`config.mk`:
```
export PLATFORM = sky130hd
export DESIGN_NAME = mult_seq_flat
export DESIGN_NICKNAME = d
export VERILOG_FILES = /design/src/rtl/mult_seq_if.sv /design/src/rtl/mult_seq.sv /design/src/flat_wrapper.sv
export SDC_FILE = /design/constraint.sdc
export NUM_CORES = 1
export LEC_CHECK = 0
export ABC_CLOCK_PERIOD_IN_PS = 9100
export CAP_MARGIN = 5
export CORE_ASPECT_RATIO = 0.8
export CORE_MARGIN = 1.5
export CORE_UTILIZATION = 45
export CTS_CLUSTER_SIZE = 28
export DETAILED_ROUTE_END_ITERATION = 8
export SYNTH_ARGS = -nofsm -noshare
export SYNTH_HDL_FRONTEND = slang
export SYNTH_SLANG_ARGS = --single-unit
```
`constraint.sdc`:
```
create_clock -name clk -period 9.1 [get_ports clk]
set_clock_uncertainty 0.1 [all_clocks]
set_input_delay 2.73 -clock clk [delete_from_list [all_inputs] [get_ports clk]]
set_output_delay 2.73 -clock clk [all_outputs]
set_load 0.02 [all_outputs]
```
`src/rtl/mult_seq_if.sv`:
```
// Operand / result handshake bundle for the iterative multiplier.
// The master side issues operands and consumes results; the slave is mult_seq.
interface mult_seq_if #(
  parameter int W = 32
);
  logic         op_vld;
  logic         op_rdy;
  logic [1:0]   op;
  logic [W-1:0] op_a;
  logic [W-1:0] op_b;
  logic         kill;
  logic         result_vld;
  logic         result_rdy;
  logic [W-1:0] result;

  modport master (
    output op_vld, op, op_a, op_b, kill, result_rdy,
    input  op_rdy, result_vld, result
  );

  modport slave (
    input  op_vld, op, op_a, op_b, kill, result_rdy,
    output op_rdy, result_vld, result
  );
endinterface

```
`src/rtl/mult_seq.sv`:
```
// Iterative shift-and-add multiplier, UNROLL multiplier bits per cycle.
// RISC-V MUL/MULH/MULHSU/MULHU: op_a is sign-extended into a 2W-bit
// multiplicand; for MULH the top multiplier bit carries negative weight.
// The interface instance must be built with the same W as this module.
module mult_seq #(
  parameter int W      = 32,
  parameter int UNROLL = 4
) (
  input  logic     clk,
  input  logic     rst_n,
  mult_seq_if.slave bus
);
  localparam int N  = W / UNROLL;
  localparam int CW = (N > 1) ? $clog2(N) : 1;

  typedef enum logic [1:0] {IDLE, BUSY, DONE} state_e;

  state_e                       state_q, state_d;
  logic [1:0]                   op_q, op_d;
  logic [2*W-1:0]               a_q, a_d;      // multiplicand, pre-shifted to current bit group
  logic [W-1:0]                 b_q, b_d;      // multiplier, next bit group in the LSBs
  logic [2*W-1:0]               acc_q, acc_d;
  logic [CW-1:0]                cnt_q, cnt_d;

  logic                         op_rdy, accept, last, sgn_a;
  logic [UNROLL-1:0][2*W-1:0]   pp;
  logic [2*W-1:0]               sum;

  assign last   = (cnt_q == CW'(N - 1));
  assign op_rdy = ((state_q == IDLE) || (state_q == DONE && bus.result_rdy)) && !bus.kill;
  assign accept = bus.op_vld && op_rdy;
  assign sgn_a  = bus.op_a[W-1] & ((bus.op == 2'b01) || (bus.op == 2'b10));

  // Partial products for this cycle's group of multiplier bits
  always_comb begin
    for (int j = 0; j < UNROLL; j++)
      pp[j] = b_q[j] ? (a_q << j) : '0;
  end

  // Sum the group into the accumulator; multiplier bit W-1 is subtracted for MULH
  always_comb begin
    sum = acc_q;
    for (int j = 0; j < UNROLL; j++) begin
      if (op_q == 2'b01 && last && j == UNROLL - 1) sum = sum - pp[j];
      else                                          sum = sum + pp[j];
    end
  end

  // Next state and datapath; kill overrides everything and blocks acceptance
  always_comb begin
    state_d = state_q;
    op_d    = op_q;
    a_d     = a_q;
    b_d     = b_q;
    acc_d   = acc_q;
    cnt_d   = cnt_q;
    if (bus.kill) begin
      state_d = IDLE;
    end else begin
      case (state_q)
        IDLE: if (accept) state_d = BUSY;
        BUSY: begin
          acc_d = sum;
          a_d   = a_q << UNROLL;
          b_d   = b_q >> UNROLL;
          cnt_d = cnt_q + CW'(1);
          if (last) state_d = DONE;
        end
        DONE: if (bus.result_rdy) state_d = accept ? BUSY : IDLE;
        default: state_d = IDLE;
      endcase
      if (accept) begin
        op_d  = bus.op;
        a_d   = {{W{sgn_a}}, bus.op_a};
        b_d   = bus.op_b;
        acc_d = '0;
        cnt_d = '0;
      end
    end
  end

  // State and datapath registers
  always_ff @(posedge clk or negedge rst_n) begin
    if (!rst_n) begin
      state_q <= IDLE;
      op_q    <= '0;
      a_q     <= '0;
      b_q     <= '0;
      acc_q   <= '0;
      cnt_q   <= '0;
    end else begin
      state_q <= state_d;
      op_q    <= op_d;
      a_q     <= a_d;
      b_q     <= b_d;
      acc_q   <= acc_d;
      cnt_q   <= cnt_d;
    end
  end

  assign bus.op_rdy     = op_rdy;
  assign bus.result_vld = (state_q == DONE);
  assign bus.result     = (op_q == 2'b00) ? acc_q[W-1:0] : acc_q[2*W-1:W];
endmodule

```
`src/flat_wrapper.sv`:
```
// flat-port wrapper written by rule: the top's interface ports become plain ports
module mult_seq_flat 
#(
  parameter int W      = 32,
  parameter int UNROLL = 4
)
  (clk, rst_n, bus_op_vld, bus_op, bus_op_a, bus_op_b, bus_kill, bus_result_rdy, bus_op_rdy, bus_result_vld, bus_result);
  mult_seq_if #(.W(W)) bus_i ();
  input  logic clk;
  input  logic rst_n;
  input wire logic [$bits(bus_i.op_vld)-1:0] bus_op_vld;
  input wire logic [$bits(bus_i.op)-1:0] bus_op;
  input wire logic [$bits(bus_i.op_a)-1:0] bus_op_a;
  input wire logic [$bits(bus_i.op_b)-1:0] bus_op_b;
  input wire logic [$bits(bus_i.kill)-1:0] bus_kill;
  input wire logic [$bits(bus_i.result_rdy)-1:0] bus_result_rdy;
  output wire logic [$bits(bus_i.op_rdy)-1:0] bus_op_rdy;
  output wire logic [$bits(bus_i.result_vld)-1:0] bus_result_vld;
  output wire logic [$bits(bus_i.result)-1:0] bus_result;
  assign bus_i.op_vld = bus_op_vld;
  assign bus_i.op = bus_op;
  assign bus_i.op_a = bus_op_a;
  assign bus_i.op_b = bus_op_b;
  assign bus_i.kill = bus_kill;
  assign bus_i.result_rdy = bus_result_rdy;
  assign bus_op_rdy = bus_i.op_rdy;
  assign bus_result_vld = bus_i.result_vld;
  assign bus_result = bus_i.result;
  mult_seq #(.W(W), .UNROLL(UNROLL)) u_core (.clk(clk), .rst_n(rst_n), .bus(bus_i));
endmodule
```
# [Word level (Yosys, flattened, before mapping)]
# Cells that the tools add are included.
[totals] regBits=167 input_bits=71 output_inout_bits=34
[op_classes] n_addsub=6 eq_ne=9 mux=20 n_bitwise=2 reduce_logical=13
[ops] cell="2-to-1 mux 64 bit" n=9
[ops] cell="adder 64 bit" n=4
[ops] cell="2-to-1 mux 32 bit" n=3
[ops] cell="subtractor 64 bit" n=1
[ops] cell="2-to-1 mux 2 bit" n=4
[ops] cell="== test 2 x 1 -> 1 bit, second input constant" n=3
[ops] cell="2-to-1 mux 3 bit" n=2
[ops] cell="inequality test 3 x 2 -> 1 bit, second input constant" n=2
[ops] cell="case mux 2 bit (3 select lines)" n=1
[ops] cell="== test 2 bit, second input constant" n=2
[ops] cell="logical AND 1 bit" n=4
[ops] cell="logical NOT 2 bit" n=2
[ops] cell="AND reduction 2 bit" n=2
[ops] cell="adder 3 x 1 -> 3 bit, second input constant" n=1
[ops] cell="== test 3 bit, second input constant" n=1
[ops] cell="inequality test 3 bit, second input constant" n=1
[ops] cell="AND reduction 3 bit" n=1
[ops] cell="logical OR 1 bit" n=2
[ops] cell="nonzero test 2 bit" n=1
[ops] cell="bitwise AND 1 bit" n=1
[ops] cell="logical NOT 1 bit" n=1
[ops] cell="2-to-1 mux 1 bit" n=1
[ops] cell="NOT 1 bit" n=1

# [Depth between registers and ports, before layout]
[logic_depth] ltp_word=9 depth_mapped=31

# [Worst setup path after synthesis]
# OpenSTA, ideal clock, no wires.
[synth_timing] path_type="register to register" startpoint="register u_core.b_q[2]" endpoint="register u_core.acc_q[61]" setup_ns=0.069 arrival_ns=6.381 path_slack_ns=2.550 path_stages_with_launch=30 period_less_slack_ns=6.550 path_cell_list="dfrtp_1 -> clkbuf_1 -> clkbuf_1 -> and2_1 -> fa_1 -> inv_1 -> fa_1 -> inv_1 -> ha_1 -> nor2b_1 -> o2111ai_1 -> a21oi_1 -> or4b_1 -> and2_1 -> o21ai_1 -> a211oi_1 -> or3_1 -> a21oi_1 -> xnor2_1 -> ha_1 -> inv_1 -> nor2_1 -> nand2_1 -> or3_1 -> a221oi_2 -> or2_4 -> a31oi_4 -> o221a_4 -> or4_1 -> nand3_1"
[synth_between] elab_chain_len=6 elab_cells_between_ends=7
[synth_rtl] element="from (decl)" line_no="mult_seq.sv:21" rtl="logic [W-1:0] b_q, b_d;"
[synth_rtl] element="from (signal assigned)" line_no="mult_seq.sv:88" rtl="b_q <= '0;"
[synth_rtl] element="from (signal assigned)" line_no="mult_seq.sv:95" rtl="b_q <= b_d;"
[synth_rtl] element="2-to-1 mux 64 bit (*)" line_no="mult_seq.sv:37" rtl="pp[j] = b_q[j] ? (a_q << j) : '0;"
[synth_rtl] element="adder 64 bit (*)" line_no="mult_seq.sv:45" rtl="else sum = sum + pp[j];"
[synth_rtl] element="adder 64 bit or subtractor 64 bit (tied branches)" line_no="mult_seq.sv:45, mult_seq.sv:44"
[synth_rtl] element="2-to-1 mux 64 bit (*)" line_no="mult_seq.sv:44" rtl="if (op_q == 2'b01 && last && j == UNROLL - 1) sum = sum - pp[j];"
[synth_rtl] element="2-to-1 mux 64 bit (*)" line_no="mult_seq.sv:60" rtl="case (state_q)"
[synth_rtl] element="2-to-1 mux 64 bit (*)" line_no="mult_seq.sv:72" rtl="if (accept) begin"
[synth_rtl] element="to (signal assigned)" line_no="mult_seq.sv:89" rtl="acc_q <= '0;"
[synth_rtl] element="to (signal assigned)" line_no="mult_seq.sv:96" rtl="acc_q <= acc_d;"
[synth_rtl] element="to (decl)" line_no="mult_seq.sv:22" rtl="logic [2*W-1:0] acc_q, acc_d;"
# Mark *: on every way between the ends. The rest lies on a longest branch, timed or not. The select of a mux whose other input is x is not followed.
# A chain may end at the register's enable or synchronous reset.

# [Worst setup path in the final report]
[layout_timing] startpoint="register u_core.b_q[2]" endpoint="register u_core.acc_q[42]"
# Same word-level chain as after synthesis.

==> flow_summary.yaml <==
synthesis:
  synth_area_um2: 20310
  syn_area_per_cell_um2: 7.672
  netlist_instances: 2647
  synth_top_area_cell: "dfrtp_1"
  async_reset_ff_share_pct: 100.0
  synth_cell_type_count: 84
  syn_nets: 2969
  synth_edf_count: 0
  ys_seq_area_share_pct: 20.58
  synth_ff_type: "dfrtp_1"
  synthDominantCellAreaShare_pct: 20.58
  yosysWarnings: 0
  synth-seq-cells: 167
  yosys-top-cells-area: "dfrtp_1, fa_1, ha_1, nand2_1, and2_1"
placement:
  io_buffers: 104
  dp_hpwl_mm: 57.05
  post-place-ws_ns: 1.536
  place_congestion: 1.068
detailed_routing:
  drt_first_pass_iters: 6
  post_drt_wl_per_cell_um: 22.58
  drtAntennaViolNets: 0
  dr_total_vias: 19019
  routed_via_density: 5.897
  finalWirelength_mm: 72.82
  drtIter0Drc: 2246
  route.detailed.drc: 0
timing:
  fin_crit_ns: 7.704
  finalHoldViolCount: 0
  report.final.slew_viol_count: 0
  slew_headroom_pct: 14.40
  clock.fmax_mhz: 129.8
  setup_viol: 0
  setup_slack_ns: 1.396
  fin_setup_tns_ns: 0
  tightestPinTransition_ns: 1.280
  post-route-period-util_pct: 84.66
  rsz0062_at_grt: "false"
clock_tree:
  cts_tree: "yes"
  holdBufCountCts: 0
  cts_resized: 0
  clockBufferDepth: 2
  htree_num_levels: 4
  clk_pin_slew_ns: 0.08
  clock_latency_ns: 0.48
  cts.sinks: 167
  cts_made_buffers: 17
  root_buffer: "clkbuf_16"
  post_cts_buffers: 0
grt:
  grt_max_degree: 108
  grt_util_met2_pct: 41.49
  grt_pass1_vias: 17782
  grt.overflow.total: 0
  antenna_found_initial: 7
  grt_pass1_wl_mm: 109.9
  use_met3_pct: 12.59
  use_met1_pct: 48.12
  grt-busiest-layer: "met1"
  grt_use_total_pct: 31.85
worst_setup_path:
  cp.required_ns: 9.31
  start_kind: "register"
  cpPeakStageDelay_ns: 0.89
  cp_slowest_cell: "dfrtp_2"
  setup.worst_path.end_class: "register"
  crit_path_max_fanout: 48
  arrival_ns: 7.91
  path_class: "register to register"
die:
  die_area_um2: 46420
  start_util_pct: 45.68
  core_area_um2: 44460
  die_h_um: 193.0
  row_count: 69
  ios: 105
  die_x_um: 240.5
cells_and_area:
  syn_to_final_growth_pct: 9.125
  final_common_cell: "nand2_1"
  final_cell_mix: "nand2_1, inv_1, a21oi_1"
  fin_nets: 2930
  nFillCells: 4408
  drive_gt1_share_pct: 3.968
job:
  cap_violations: 0
outcome:
  outcome: "finished, final reports clean"
min_path:
  hold_path.class: "register to register"
==> per-layer routing <==
layer	share of wire, %	up-vias
met5	0.059	-
met4	1.7	6
met3	13	70
met2	38	901
met1	47	9151
li1	-	8891
==> worst max-delay path: cells and delay by family (launching register included) <==
| kind | cells | cell delay (ns) |
|---|---|---|
| flops | 1 | 0.89 |
| compound gates | 13 | 3.48 |
| buf+inv | 1 | 0.08 |
| fa+ha+maj | 5 | 1.69 |
| simple gates | 6 | 1.01 |
| xor+xnor | 2 | 0.24 |
==> per-stage QoR <==
| stage | cells | area (um^2) | utilization, % | hold slack [ns] |
|---|---|---|---|---|
| 2_1_floorplan | 2647 | 20310 | - | 0.3458 |
| 3_3_place_gp | 3192 | 21590 | 48.56 | 0.3630 |
| 3_5_place_dp | 3192 | 21590 | 48.56 | 0.3667 |
| 4_1_cts | 3224 | 22160 | 49.84 | 0.3867 |
| 5_1_grt | 3224 | 22160 | 49.84 | 0.4113 |
| 6_report | 3225 | 22160 | 49.84 | 0.3844 |
==> Yosys cell counts, types with 5 or more instances <==
cell	number
nand2_1	393
inv_1	250
a21oi_1	196
dfrtp_1	167
clkbuf_1	159
and2_1	157
nor2_1	138
o21ai_0	135
ha_1	127
fa_1	124
xnor2_1	83
nand3_1	72
xor2_1	68
a21o_1	66
a22oi_1	48
nand4_1	35
a31oi_1	32
or3_1	29
o21a_1	27
nor3_1	26
o21bai_1	24
o22ai_1	21
o211ai_1	20
mux2_2	18
nand2b_1	18
o21ai_1	18
o31ai_1	18
buf_1	14
a211oi_1	12
and3_1	11
nor2b_1	11
nor4_1	10
nor3b_1	6
o41ai_1	6
mux2i_1	5
o2111ai_1	5
o311ai_0	5
or2_2	5
==> cells by family (layout without fill, tap and decap cells) <==
group / count (synthesis) / in the layout / share of synthesized area (%)
simple gates: 942 / 942 / 22.28
compound gates: 684 / 684 / 21.37
buf+inv: 429 / 403 / 7.966
fa+ha+maj: 251 / 251 / 20.05
flops: 167 / 167 / 20.58
xor+xnor: 151 / 151 / 6.512
mux: 23 / 23 / 1.245
other cells: 0 / 1 / 0
==> worst paths after layout <==
path                                             from                           end  slack, ns  depth (start not counted)
max                         u_core.b_q[2]$_DFFE_PN0P_  u_core.acc_q[42]$_DFFE_PN0P_       1.40                         27
min                        u_core.b_q[10]$_DFFE_PN0P_    u_core.b_q[10]$_DFFE_PN0P_       0.38                          2
max reg2reg                 u_core.b_q[2]$_DFFE_PN0P_  u_core.acc_q[42]$_DFFE_PN0P_       1.40                         27
min reg2reg                u_core.b_q[10]$_DFFE_PN0P_    u_core.b_q[10]$_DFFE_PN0P_       0.38                          2
max in group asynchronous                       rst_n  u_core.acc_q[61]$_DFFE_PN0P_       5.19                          2
min in group asynchronous                       rst_n    u_core.a_q[17]$_DFFE_PN0P_       2.24                          1
==> registers in the layout, indices dropped and copies added, names as in the netlist <==
register	count
u_core.acc_q	64
u_core.b_q	32
u_core.state_q	2
u_core.cnt_q	3
u_core.a_q	64
u_core.op_q	2
==> layout make-up <==
type,count,area (um^2),area share (%)
sequential,167,4184,18.88
multi-input combinational,2051,14540,65.61
inverter,250,938.4,4.234
antenna,1,2.502,0.01129
tap,603,754.5,3.404
clock inverter,13,126.4,0.5702
clock buffer,19,442.9,1.999
timing repair buffer,121,1172,5.290
Power is left out: the tool's default activity adds up to more than one toggle a clock period on the data nets, which glitch-free logic cannot reach.
